$ cat config.mk
export PLATFORM = sky130hd
export DESIGN_NAME = alu_request_arbiter
export DESIGN_NICKNAME = d
export VERILOG_FILES = /design/src/rtl/alu_request_arbiter.sv
export SDC_FILE = /design/constraint.sdc
export NUM_CORES = 1
export LEC_CHECK = 0
export CELL_PAD_IN_SITES_DETAIL_PLACEMENT = 1
export CELL_PAD_IN_SITES_GLOBAL_PLACEMENT = 1
export CORE_AREA = 2 2 325 327
export DETAILED_ROUTE_END_ITERATION = 8
export DIE_AREA = 0 0 327 329
export GPL_ROUTABILITY_DRIVEN = 0
export PLACE_DENSITY_LB_ADDON = 0.1
export SYNTH_ARGS = -nofsm -noshare
export SYNTH_HDL_FRONTEND = slang
export SYNTH_SLANG_ARGS = --single-unit
export TNS_END_PERCENT = 5
$ cat constraint.sdc
create_clock -name Clock -period 4.1 [get_ports Clock]
set_clock_uncertainty 0.05 [all_clocks]
set_input_delay 0.82 -clock Clock [delete_from_list [all_inputs] [get_ports Clock]]
set_output_delay 0.82 -clock Clock [all_outputs]
set_load 0.02 [all_outputs]
$ cat src/rtl/alu_request_arbiter.sv
// alu_request_arbiter: round-robin sharing of one ALU between requesters A and B, one op in flight.
// Define ALU_ARB_TIMEOUT_EN to abort a WAIT that lasts TIMEOUT_CYCLES with oError.
module alu_request_arbiter #(
    parameter int WIDTH          = 32,
    parameter int OP_WIDTH       = 16,
    parameter int TIMEOUT_CYCLES = 255
) (
    input  logic                  Clock,
    input  logic                  Reset,
    input  logic                  iReqA,
    input  logic                  iReqB,
    input  logic [OP_WIDTH-1:0]   iOpA,
    input  logic [OP_WIDTH-1:0]   iOpB,
    input  logic [6*WIDTH-1:0]    iSrcA,
    input  logic [6*WIDTH-1:0]    iSrcB,
    output logic                  oAckA,
    output logic                  oAckB,
    output logic                  oDoneA,
    output logic                  oDoneB,
    output logic [3*WIDTH-1:0]    oResult,
    output logic                  oBranchTaken,
    output logic                  oBranchNotTaken,
    output logic                  oError,
    output logic                  oBusy,
    output logic [OP_WIDTH-1:0]   oALUOperation,
    output logic [6*WIDTH-1:0]    oALUOperands,
    output logic                  oTriggerALU,
    input  logic [3*WIDTH-1:0]    iALUResult,
    input  logic                  iALUOutputReady,
    input  logic                  iBranchTaken,
    input  logic                  iBranchNotTaken
);
    typedef enum logic [1:0] {IDLE, ISSUE, WAIT, DONE} state_t;
    state_t state, state_next;
    logic grant_b, last_b, pick_b, err, timeout;

`ifdef ALU_ARB_TIMEOUT_EN
    logic [15:0] wait_cnt;
    always_ff @(posedge Clock) begin
        if (Reset || state != WAIT) wait_cnt <= '0;
        else wait_cnt <= wait_cnt + 16'd1;
    end
    assign timeout = state == WAIT && !iALUOutputReady && wait_cnt == 16'(TIMEOUT_CYCLES - 1);
`else
    logic unused_timeout;
    assign unused_timeout = TIMEOUT_CYCLES != 0;
    assign timeout = 1'b0;
`endif

    // On a tie the requester that did not win last time goes first.
    assign pick_b = iReqB && (!iReqA || !last_b);

    always_ff @(posedge Clock) begin
        if (Reset) state <= IDLE;
        else state <= state_next;
    end

    always_comb begin
        state_next = state == IDLE  ? ((iReqA || iReqB) ? ISSUE : IDLE)
                   : state == ISSUE ? WAIT
                   : state == WAIT  ? ((iALUOutputReady || timeout) ? DONE : WAIT)
                   : IDLE;
    end

    always_ff @(posedge Clock) begin
        if (Reset) begin
            grant_b         <= 1'b0;
            last_b          <= 1'b1;
            err             <= 1'b0;
            oALUOperation   <= '0;
            oALUOperands    <= '0;
            oResult         <= '0;
            oBranchTaken    <= 1'b0;
            oBranchNotTaken <= 1'b0;
        end else if (state == IDLE && (iReqA || iReqB)) begin
            grant_b       <= pick_b;
            last_b        <= pick_b;
            oALUOperation <= pick_b ? iOpB : iOpA;
            oALUOperands  <= pick_b ? iSrcB : iSrcA;
        end else if (state == WAIT && (iALUOutputReady || timeout)) begin
            err             <= timeout;
            oResult         <= iALUOutputReady ? iALUResult : '0;
            oBranchTaken    <= iALUOutputReady && iBranchTaken;
            oBranchNotTaken <= iALUOutputReady && iBranchNotTaken;
        end
    end

    assign oBusy       = state != IDLE;
    assign oTriggerALU = state == ISSUE;
    assign oAckA       = state == ISSUE && !grant_b;
    assign oAckB       = state == ISSUE && grant_b;
    assign oDoneA      = state == DONE && !grant_b;
    assign oDoneB      = state == DONE && grant_b;
    assign oError      = state == DONE && err;
endmodule

* After elaboration in Yosys (flattened, before gate mapping) *
Index checks and enable logic that the tools add are counted.

operators by class
  eq/ne operators = 3
  multiplexer cells = 8
  bitwise logic cells = 1
  reductions and logical operators = 17

operators by type and width
  operator                                       number
  2-to-1 mux 192 bit                             1
  2-to-1 mux 96 bit                              1
  2-to-1 mux 16 bit                              1
  logical AND 1 bit                              9
  2-to-1 mux 2 bit                               3
  == test 2 bit, second input constant           2
  zero test 1 bit                                3
  == test 2 x 1 -> 1 bit, second input constant  1
  zero test 2 bit                                1
  logical OR 1 bit                               2
  2-to-1 mux 1 bit                               2
  AND reduction 2 bit                            1
  nonzero test 2 bit                             1
  NOT 1 bit                                      1

word-level totals
  register bits = 310
  input bits = 519
  output and inout port bits = 313
  logic and storage cells = 37

* Depth between registers and ports, before layout *
Gate-level depths: netlist of run 1.

  depth in word-level cells = 4
  gate-level depth with buffers = 9

* Worst setup path before layout of run 1 *
No wires, ideal clock.

  path kind = input to register
  from = input iALUOutputReady
  to = register oResult[58]
  data arrival time = 1.820 ns
  data required time = 3.980 ns
  setup slack = 2.160 ns
  stages = 6
  buffers on the path = 3
  path through = buf_2 nand2_1 clkbuf_1 clkbuf_1 o21ai_0 a21oi_1

on the way
  cells in the longest elaborated chain, start to end = 2

RTL lines
  what                                  line  text
  start: declaration                    29    input logic iALUOutputReady,
  logical AND 1 bit                     80    end else if (state == WAIT && (iALUOutputReady || timeout)) begin
  AND reduction 2 bit (no source line)  -
  end signal: assignment                82    oResult <= iALUOutputReady ? iALUResult : '0;
  end: declaration                      20    output logic [3*WIDTH-1:0] oResult,

Parallel ways exist; a longest one is shown, timed or not.
A chain may end at the register's enable or synchronous reset.

* Worst setup path after layout of run 1 *
  from = register state[1]
  to = output oBusy

on the way
  cells in the longest elaborated chain, start to end = 1

RTL lines
  what                      line  text
  start: declaration        34    state_t state, state_next;
  start signal: assignment  55    else state <= state_next;
  nonzero test 2 bit        88    assign oBusy = state != IDLE;
  end: declaration          24    output logic oBusy,

No other way between the ends.

==> results.sh, run 1 <==
export IMPL_required_ns=3.23
export IMPL_period_minus_slack_ns=3.09
export IMPL_crit_path_end_kind="output pin"
export IMPL_cts_tree="yes"
export IMPL_die_x_microns=327
export IMPL_portBuffers=830
export IMPL_placed_area_sq_um=22800
export IMPL_syn_area_sq_um=13000
export IMPL_antenna_found_initial=19
export IMPL_avgSynthCellArea_sq_um=7.89
export IMPL_row_count=119
export IMPL_maxCapViolCount=0
export IMPL_status="completed"
export IMPL_synthCells=1642
export IMPL_grt_use_total_pct=14.9
export IMPL_worst_pin_slew_ns=1.19
export IMPL_ant_nets=0
export IMPL_core_sq_um=104000
export IMPL_fmax_mhz=323
export IMPL_tns_ns=0
export IMPL_finalCritPeriodShare_pct=75.4
export IMPL_viasPerCell=4.09
export IMPL_start_util_pct=12.4
export IMPL_arrival_ns=2.22
export IMPL_post_cts_buffers=0
export IMPL_min_to="oResult[36]"
export IMPL_synthTopCellsByCount="310 x dfxtp_1, 308 x a21oi_1, 209 x nand2_1, 209 x nor2_1, 208 x a211oi_1"
export IMPL_ctsResizeCount=0
export IMPL_synth_area_leader_cell="dfxtp_1"
export IMPL_ys_types=26
export IMPL_yosys_warnings=0
export IMPL_synth_most_common_cell="dfxtp_1"
export IMPL_setup_viol=0
export IMPL_clockBufferDepth=3
export IMPL_htree_levels=2
export IMPL_hp_class="reg2reg"
export IMPL_drtIter0Drc=510
export IMPL_synth_top_area_share_pct=47.9
export IMPL_boundaryPins=832
export IMPL_drive_gt1_share_pct=4.68
export IMPL_fin_nets=2904
export IMPL_dr_pass1_iters=4
export IMPL_rsz0062_at_grt="false"
export IMPL_r2r_end="oResult[49]"
export IMPL_cts_clk_slew_worst_paths_ns=0.06
export IMPL_grt_max_degree=99
export IMPL_crit_path_max_fanout=8
export IMPL_dieHeight_microns=329
export IMPL_die_area_sq_um=108000
export IMPL_synth_main_ff_cell="dfxtp_1"
export IMPL_regToRegSetupSlack_ns=1.39
export IMPL_hold_buffers=0
export IMPL_min_path_cells=2
export IMPL_insertion_delay_ns=0.61
export IMPL_cts_buffers_inserted=45
export IMPL_grt_pass1_vias=16490
export IMPL_remaining_drc_errors=0
export IMPL_finalPower_mw=9.79
export IMPL_stdcell_area_sq_um=24200
export IMPL_rr_worst_depth=6
export IMPL_peakVddDrop_mv=0.252
export IMPL_num_vias=15617
export IMPL_crit_type="reg2out"
export IMPL_yosys_top_cells_area="dfxtp_1 48%, a211oi_1 12%, a21oi_1 12%"
export IMPL_power_density_nw_per_um2=404
export IMPL_grt_overflow=0
export IMPL_slew_limit_headroom_pct=20.7
export IMPL_synth_nets=2165
export IMPL_routed_wl_microns=84600
export IMPL_ys_seq_area_share_pct=47.9
export IMPL_syn_to_final_growth_pct=86.9
export IMPL_routedWlPerCell_microns=22.2
export IMPL_cts_root_buf="clkbuf_16"
export IMPL_dp_hpwl_microns=60600
export IMPL_cts_num_sinks=310
export IMPL_grt_pass1_wl_microns=119000
export IMPL_drv_slew=0
export IMPL_hold_violations=0
export IMPL_r2r_start="state[0]"
export IMPL_cp_start_kind="register"
export IMPL_power_leakage_nw=8.60
export IMPL_ys_ff_latch=310
export IMPL_synth_edf_count=0
export IMPL_hold_start="oResult[36]"
export IMPL_synthArstFlopShare_pct=0
flip-flops by register name, indices dropped and copies added, names as in the netlist:
| name | count |
|---|---|
| oResult | 96 |
| state | 2 |
| last_b | 1 |
| oBranchTaken | 1 |
| oALUOperation | 16 |
| grant_b | 1 |
| oBranchNotTaken | 1 |
| oALUOperands | 192 |
layer usage:
metal  vias to the layer above  track usage, %  share of wire, %
met5                         -               0             0.087
met4                        12            4.38               2.2
met3                        94            5.42               7.8
met2                       494            26.6                51
met1                      7686            16.5                39
li1                       7331               -                 -
power by group:
group | leakage, nW | switching [mW] | internal (mW) | total (mW)
logic | 5.37 | 1.35 | 1.18 | 2.53
registers | 2.55 | 0.138 | 3.26 | 3.40
clock network | 0.682 | 1.59 | 2.26 | 3.85
total | 8.60 | 3.08 | 6.70 | 9.79
cell type report:
cell class | count | area (sq um)
fill | 12135 | 80100
timing repair buffer | 873 | 8870
sequential | 310 | 6210
multi-input combinational | 1148 | 5970
tap | 1391 | 1740
clock buffer | 74 | 1370
clock inverter | 5 | 31.3
antenna | 12 | 30.0
inverter | 3 | 11.3
cell usage in the layout, fill, tap and decap left out, drive strengths merged:
| cell type | synthesis | layout |
|---|---|---|
| inv | 3 | 4 |
| a21bo | 1 | 1 |
| a21oi | 308 | 308 |
| a31oi | 1 | 1 |
| nand2 | 209 | 209 |
| diode | 0 | 12 |
| nor2b | 2 | 2 |
| clkbuf | 105 | 74 |
| a211oi | 208 | 208 |
| o21ai | 99 | 99 |
| clkinvlp | 0 | 1 |
| clkinv | 0 | 3 |
| dfxtp | 310 | 310 |
| and2 | 2 | 2 |
| conb | 1 | 1 |
| a22oi | 1 | 1 |
| o21a | 1 | 1 |
| a21boi | 1 | 1 |
| nand4 | 98 | 98 |
| nor2 | 209 | 209 |
| or3 | 1 | 1 |
| buf | 76 | 45 |
| ha | 4 | 4 |
| nor3b | 1 | 1 |
| or2 | 1 | 1 |
| clkdlybuf4s50 | 0 | 828 |
through the flow:
stage	util [%]	hold slack, ns	cells	worst slack [ns]
finish	23.2	0.426	3816	1.01
CTS	23.2	0.428	3804	0.914
floorplan	-	0.484	1642	2.16
global placement	21.8	0.412	3725	1.09
detailed placement	21.8	0.420	3725	1.00
global route	23.2	0.454	3814	0.872
worst max-delay path, cell delays in order (launching register included):
cell             delay (ns)
dfxtp_1                0.39
inv_1                  0.09
ha_1                   0.34
inv_1                  0.10
clkdlybuf4s50_1        0.68
logic make-up after synthesis:
group / share of synthesized area, %
AO/OA/AOI/OAI: 28.1
other: 0.0289
adder cells (fa/ha/maj): 0.386
AND/OR/NAND/NOR: 17.2
buffers and inverters: 6.45
flip-flops: 47.9
worst max-delay path by stage:
stage	start	end
after detailed placement	iReqA	oALUOperation[6]
after CTS	state[0]	oBusy
after global routing	state[0]	oBusy
after global placement	iReqA	oALUOperands[27]
after floorplan	iALUOutputReady	oResult[58]
final	state[1]	oBusy
No activity file was read; power rests on OpenSTA's default activity.
==> inputs of run 2 (changes only) <==
--- a/config.mk
+++ b/config.mk
@@ -7,9 +7,9 @@
 export LEC_CHECK = 0
 export CELL_PAD_IN_SITES_DETAIL_PLACEMENT = 1
 export CELL_PAD_IN_SITES_GLOBAL_PLACEMENT = 1
-export CORE_AREA = 2 2 325 327
+export CORE_AREA = 2 2 320 322
 export DETAILED_ROUTE_END_ITERATION = 8
-export DIE_AREA = 0 0 327 329
+export DIE_AREA = 0 0 322 324
 export GPL_ROUTABILITY_DRIVEN = 0
 export PLACE_DENSITY_LB_ADDON = 0.1
 export SYNTH_ARGS = -nofsm -noshare
==> constraint.sdc (replaced) <==
create_clock -name Clock -period 2.7 [get_ports Clock]
set_clock_uncertainty 0.05 [all_clocks]
set_input_delay 0.54 -clock Clock [delete_from_list [all_inputs] [get_ports Clock]]
set_output_delay 0.54 -clock Clock [all_outputs]
set_load 0.02 [all_outputs]
==> run 2 against run 1 <==
Effect of this change:
- register-to-register slack got worse by 0.75 ns
- combinational power increased by 56%
- sequential share of layout area decreased by 0.42 points
- hold slack got worse by 0.087 ns
- global-route usage increased by 0.49 points
- sequential cell count unchanged
- non-clock buffer count increased by 44
- via count increased by 0.20%
- total power increased by 54%
- critical path type unchanged
- largest cell class unchanged
- largest power group unchanged
==> results.sh, run 2 (synthesis gave the netlist of run 1 again) <==
export IMPL_status="completed"
export IMPL_dp_hpwl_microns=63800
export IMPL_tns_ns=0
export IMPL_period_minus_slack_ns=2.52
export IMPL_crit_type="reg2out"
export IMPL_clockBufferDepth=3
export IMPL_seq_power_share_pct=34.4
export IMPL_finalWorstSetupSlack_ns=0.180
export IMPL_reg_top3="oALUOperands x192, oResult x96, oALUOperation x16"
export IMPL_remaining_drc_errors=0
export IMPL_p_sw_mw=4.65
export IMPL_hold_buffers=0
export IMPL_critPathLaunch="state[1]"
export IMPL_grt_pass1_vias=16778
export IMPL_ant_nets=0
export IMPL_grt_use_total_pct=15.4
export IMPL_setup_viol=0
export IMPL_die_area_sq_um=104000
export IMPL_dr_pass1_iters=4
export IMPL_stdcell_area_sq_um=24600
export IMPL_crit_path_end_kind="output pin"
export IMPL_regMostFlops="oALUOperands"
export IMPL_hp_class="in2reg"
export IMPL_fin_util_pct=24.4
export IMPL_placed_area_sq_um=23200
export IMPL_viasPerCell=4.14
export IMPL_drive_gt1_share_pct=6.56
export IMPL_whs_ns=0.339
export IMPL_grt_max_degree=99
export IMPL_cts_buffers_inserted=46
export IMPL_finalPower_mw=15.0
export IMPL_num_vias=15649
export IMPL_grt_overflow=0
export IMPL_final_cell_mix="823 x clkdlybuf4s50_1, 310 x dfxtp_1, 308 x a21oi_1"
export IMPL_fmax_mhz=397
export IMPL_required_ns=2.11
export IMPL_cts_num_sinks=310
export IMPL_power_density_nw_per_um2=611
export IMPL_p_clk_share_pct=39.4
export IMPL_cp_endpoint="oTriggerALU"
export IMPL_cp_start_kind="register"
export IMPL_routed_wl_microns=84900
export IMPL_layout_commonest_cell="clkdlybuf4s50_1"
export IMPL_boundaryPins=832
export IMPL_r2r_end="oALUOperands[64]"
export IMPL_htree_levels=2
export IMPL_hold_violations=0
export IMPL_p_comb_share_pct=26.2
export IMPL_r2r_start="state[0]"
export IMPL_dieHeight_microns=324
export IMPL_place_ws_ns=0.157
export IMPL_fin_nets=2949
export IMPL_die_x_microns=322
export IMPL_regToRegSetupSlack_ns=0.64
export IMPL_row_count=117
export IMPL_placedCellCount=3687
export IMPL_rsz0062_at_grt="false"
export IMPL_ctsResizeCount=6
export IMPL_post_cts_buffers=0
export IMPL_p_int_mw=10.4
export IMPL_largest_register_ffs=192
export IMPL_slew_limit_headroom_pct=64.4
export IMPL_crit_path_max_fanout=4
export IMPL_cts_clk_slew_worst_paths_ns=0.06
export IMPL_final_cells=3779
export IMPL_portBuffers=830
export IMPL_maxCapViolCount=0
export IMPL_syn_to_final_growth_pct=90.0
export IMPL_insertion_delay_ns=0.60
export IMPL_worst_pin_slew_ns=0.533
export IMPL_cts_tree="yes"
export IMPL_core_sq_um=101000
export IMPL_cts_root_buf="clkbuf_16"
export IMPL_grt_pass1_wl_microns=118000
export IMPL_antenna_found_initial=26
export IMPL_drtIter0Drc=462
export IMPL_peakVddDrop_mv=0.375
export IMPL_routedWlPerCell_microns=22.5
export IMPL_finalCritPeriodShare_pct=93.3
export IMPL_drv_slew=0
export IMPL_rr_worst_depth=7
export IMPL_start_util_pct=12.8
export IMPL_swShare_pct=30.9
export IMPL_arrival_ns=1.93
export IMPL_power_leakage_nw=8.90
[run 2: worst min-delay path by stage]
| stage | startpoint | to | cells after the start |
|---|---|---|---|
| after floorplan | grant_b | grant_b | 2 |
| after global placement | oResult[19] | oResult[19] | 2 |
| after detailed placement | oResult[23] | oResult[23] | 2 |
| after CTS | Reset | oResult[67] | 2 |
| after global routing | Reset | oResult[40] | 2 |
| final | Reset | oResult[67] | 2 |
[run 2: layout make-up]
type / count / area [sq um]
diodes: 16 / 40.0
repair buffers: 917 / 9330
clock buffers: 69 / 1360
flip-flops and latches: 310 / 6210
inverters: 3 / 11.3
fillers: 11698 / 76400
clock inverters: 7 / 71.3
multi-input cells: 1148 / 5970
well taps: 1309 / 1640
[run 2: critical path: stages (launching register included)]
cell and delay, ns:
dfxtp_1 0.34, inv_1 0.09, ha_2 0.23, clkdlybuf4s50_1 0.66
[run 2: power by group through the flow]
stage               Sequential [mW]  Clock [mW]  Combinational [mW]
floorplan                      5.69           0                1.22
global placement               5.26           0                4.00
detailed placement             5.27           0                4.02
CTS                            5.17        6.23                4.04
global route                   5.22        6.37                4.26
finish                         5.17        5.92                3.95
[run 2: per-layer routing]
metal	routed length [microns]	share of wire [%]	vias up	GRT usage (%)
li1	-	-	7418	-
met1	31500	37	7586	16.1
met2	44100	52	505	28.0
met3	6760	8.0	120	5.81
met4	2360	2.8	20	5.36
met5	124	0.15	-	0
==> inputs of run 3 (changes only) <==
--- a/config.mk
+++ b/config.mk
@@ -11,6 +11,7 @@
 export DETAILED_ROUTE_END_ITERATION = 8
 export DIE_AREA = 0 0 322 324
 export GPL_ROUTABILITY_DRIVEN = 0
+export GPL_TIMING_DRIVEN = 0
 export PLACE_DENSITY_LB_ADDON = 0.1
 export SYNTH_ARGS = -nofsm -noshare
 export SYNTH_HDL_FRONTEND = slang
==> run 3 against run 2 <==
Effect of this change:
- cell count up 2.6%
- register-to-register slack worse by 0.39 ns
- combinational power about the same
- clock-buffer cell count up 5
- first-iteration DRC count up 41%
- largest cell class unchanged
==> results.sh, run 3 (synthesis gave the netlist of run 1 again) <==
export IMPL_status="completed"
export IMPL_die_x_microns=322
export IMPL_regMostFlops="oALUOperands"
export IMPL_rsz0062_at_grt="false"
export IMPL_drive_gt1_share_pct=5.44
export IMPL_finalWorstSetupSlack_ns=0.140
export IMPL_finalPower_mw=15.3
export IMPL_crit_type="reg2out"
export IMPL_hp_class="in2reg"
export IMPL_min_path_cells=3
export IMPL_layout_commonest_cell="clkdlybuf4s50_1"
export IMPL_drtIter0Drc=652
export IMPL_seq_power_share_pct=33.7
export IMPL_place_ws_ns=-0.545
export IMPL_swShare_pct=31.6
export IMPL_required_ns=2.11
export IMPL_routedWlPerCell_microns=24.3
export IMPL_power_leakage_nw=8.84
export IMPL_syn_to_final_growth_pct=88.8
export IMPL_p_sw_mw=4.84
export IMPL_row_count=117
export IMPL_p_clk_share_pct=40.6
export IMPL_viasPerCell=4.15
export IMPL_core_sq_um=101000
export IMPL_tns_ns=0
export IMPL_final_cell_mix="824 x clkdlybuf4s50_1, 310 x dfxtp_1, 308 x a21oi_1"
export IMPL_stdcell_area_sq_um=24500
export IMPL_post_cts_buffers=0
export IMPL_period_minus_slack_ns=2.56
export IMPL_setup_viol=0
export IMPL_grt_use_met2_pct=30.7
export IMPL_cts_buffers_inserted=46
export IMPL_grt_max_degree=12
export IMPL_rr_worst_depth=8
export IMPL_ant_nets=0
export IMPL_worst_pin_slew_ns=0.947
export IMPL_drv_slew=0
export IMPL_start_util_pct=12.8
export IMPL_placed_area_sq_um=22900
export IMPL_cts_num_sinks=310
export IMPL_cp_top_family="buffers and inverters"
export IMPL_whs_ns=0.427
export IMPL_dp_hpwl_microns=74000
export IMPL_path_buf_inv=1
export IMPL_grt_met3_usage_pct=5.94
export IMPL_finalCritPeriodShare_pct=94.8
export IMPL_cts_clk_slew_worst_paths_ns=0.06
export IMPL_reg_top3="oALUOperands x192, oResult x96, oALUOperation x16"
export IMPL_insertion_delay_ns=0.61
export IMPL_grt_pass1_vias=17309
export IMPL_remaining_drc_errors=0
export IMPL_cp_slowest_cell="clkdlybuf4s50_1"
export IMPL_largest_register_ffs=192
export IMPL_portBuffers=828
export IMPL_arrival_ns=1.97
export IMPL_seq_area_sq_um=6210
export IMPL_nFillCells=11884
export IMPL_cp_start_kind="register"
export IMPL_clockBufferDepth=3
export IMPL_hold_violations=0
export IMPL_cp_slowest_stage_delay_ns=0.61
export IMPL_crit_path_end_kind="output pin"
export IMPL_htree_levels=2
export IMPL_routed_wl_microns=94100
export IMPL_peakVddDrop_mv=0.387
export IMPL_hold_buffers=0
export IMPL_grt_pass1_wl_microns=129000
export IMPL_multi_input_area_sq_um=5920
export IMPL_fin_nets=3041
export IMPL_p_comb_share_pct=25.7
export IMPL_dr_pass1_iters=4
export IMPL_num_vias=16087
export IMPL_fmax_mhz=391
export IMPL_grt_util_met1_pct=18.9
export IMPL_crit_path_max_fanout=3
export IMPL_crit_chain="ha_1 > nor2b_1 > clkdlybuf4s50_1"
export IMPL_grt_overflow=0
export IMPL_cp_depth=3
export IMPL_p_int_mw=10.5
export IMPL_cts_tree="yes"
export IMPL_dieHeight_microns=324
export IMPL_boundaryPins=832
export IMPL_grt_use_total_pct=17.2
export IMPL_maxCapViolCount=0
export IMPL_die_area_sq_um=104000
export IMPL_cts_root_buf="clkbuf_16"
export IMPL_power_density_nw_per_um2=627
export IMPL_busiest_layer="met2"
export IMPL_slew_limit_headroom_pct=36.9
export IMPL_antenna_found_initial=26
==> run 3: cell count changes in the layout (fill, tap and decap cells not counted), moves of 4 or more <==
| cell | previous run | this run |
|---|---|---|
| clkbuf_1 | 12 | 118 |
| buf_2 | 0 | 42 |
| buf_4 | 58 | 19 |
| buf_12 | 30 | 0 |
| buf_1 | 0 | 11 |
| dlygate4sd2_1 | 5 | 1 |
==> run 3: layout make-up <==
cell class                      instances  share of cell area (%)
Multi-Input combinational cell       1148                    24.2
Timing Repair Buffer                  828                    33.9
Clock inverter                          9                   0.414
Tap cell                             1309                    6.69
Buffer                                181                    3.40
Antenna cell                           16                   0.164
Sequential cell                       310                    25.4
Inverter                                3                  0.0460
Clock buffer                           74                    5.80
==> run 3: path summary, 6_finish.rpt <==
| kind | start | end | slack [ns] |
|---|---|---|---|
| max | state[1] | oDoneA | 0.14 |
| min | iSrcA[177] | oALUOperands[177] | 0.43 |
| max reg2reg | state[0] | oResult[60] | 0.25 |
| min reg2reg | oResult[4] | oResult[4] | 0.43 |
==> run 3: routing by layer <==
metal  up-vias  share of wire, %
li1       7635                 -
met1      7786                38
met2       515                51
met3       129               7.7
met4        22               2.9
met5         -              0.13
==> run 3: timing repair <==
action | in CTS | in global routing
setup endpoints to repair | 121 | 4
resized for setup | 5 | 4
endpoints found under the hold margin | 0 | 0
==> run 3: worst register-to-register path, cell delays in order, from the launching register on <==
cell and delay [ns]:
dfxtp_1 0.36, inv_1 0.07, ha_1 0.18, buf_2 0.22
nand2_2 0.32, clkbuf_1 0.44, clkbuf_1 0.42, o21ai_0 0.17
a21oi_1 0.17
==> run 3: power by group through the flow <==
stage	registers (mW)	logic [mW]	clock network (mW)
after floorplan	5.69	1.22	0
after global placement	5.25	3.99	0
after detailed placement	5.27	4.01	0
after CTS	5.18	4.03	6.52
after global routing	5.22	4.26	6.65
final	5.17	3.94	6.23
==> run 3: stage by stage <==
step	utilization, %	cells
6_report	24.2	3878
4_1_cts	24.2	3862
3_3_place_gp	22.7	3779
3_5_place_dp	22.7	3779
2_1_floorplan	-	1642
5_1_grt	24.2	3872
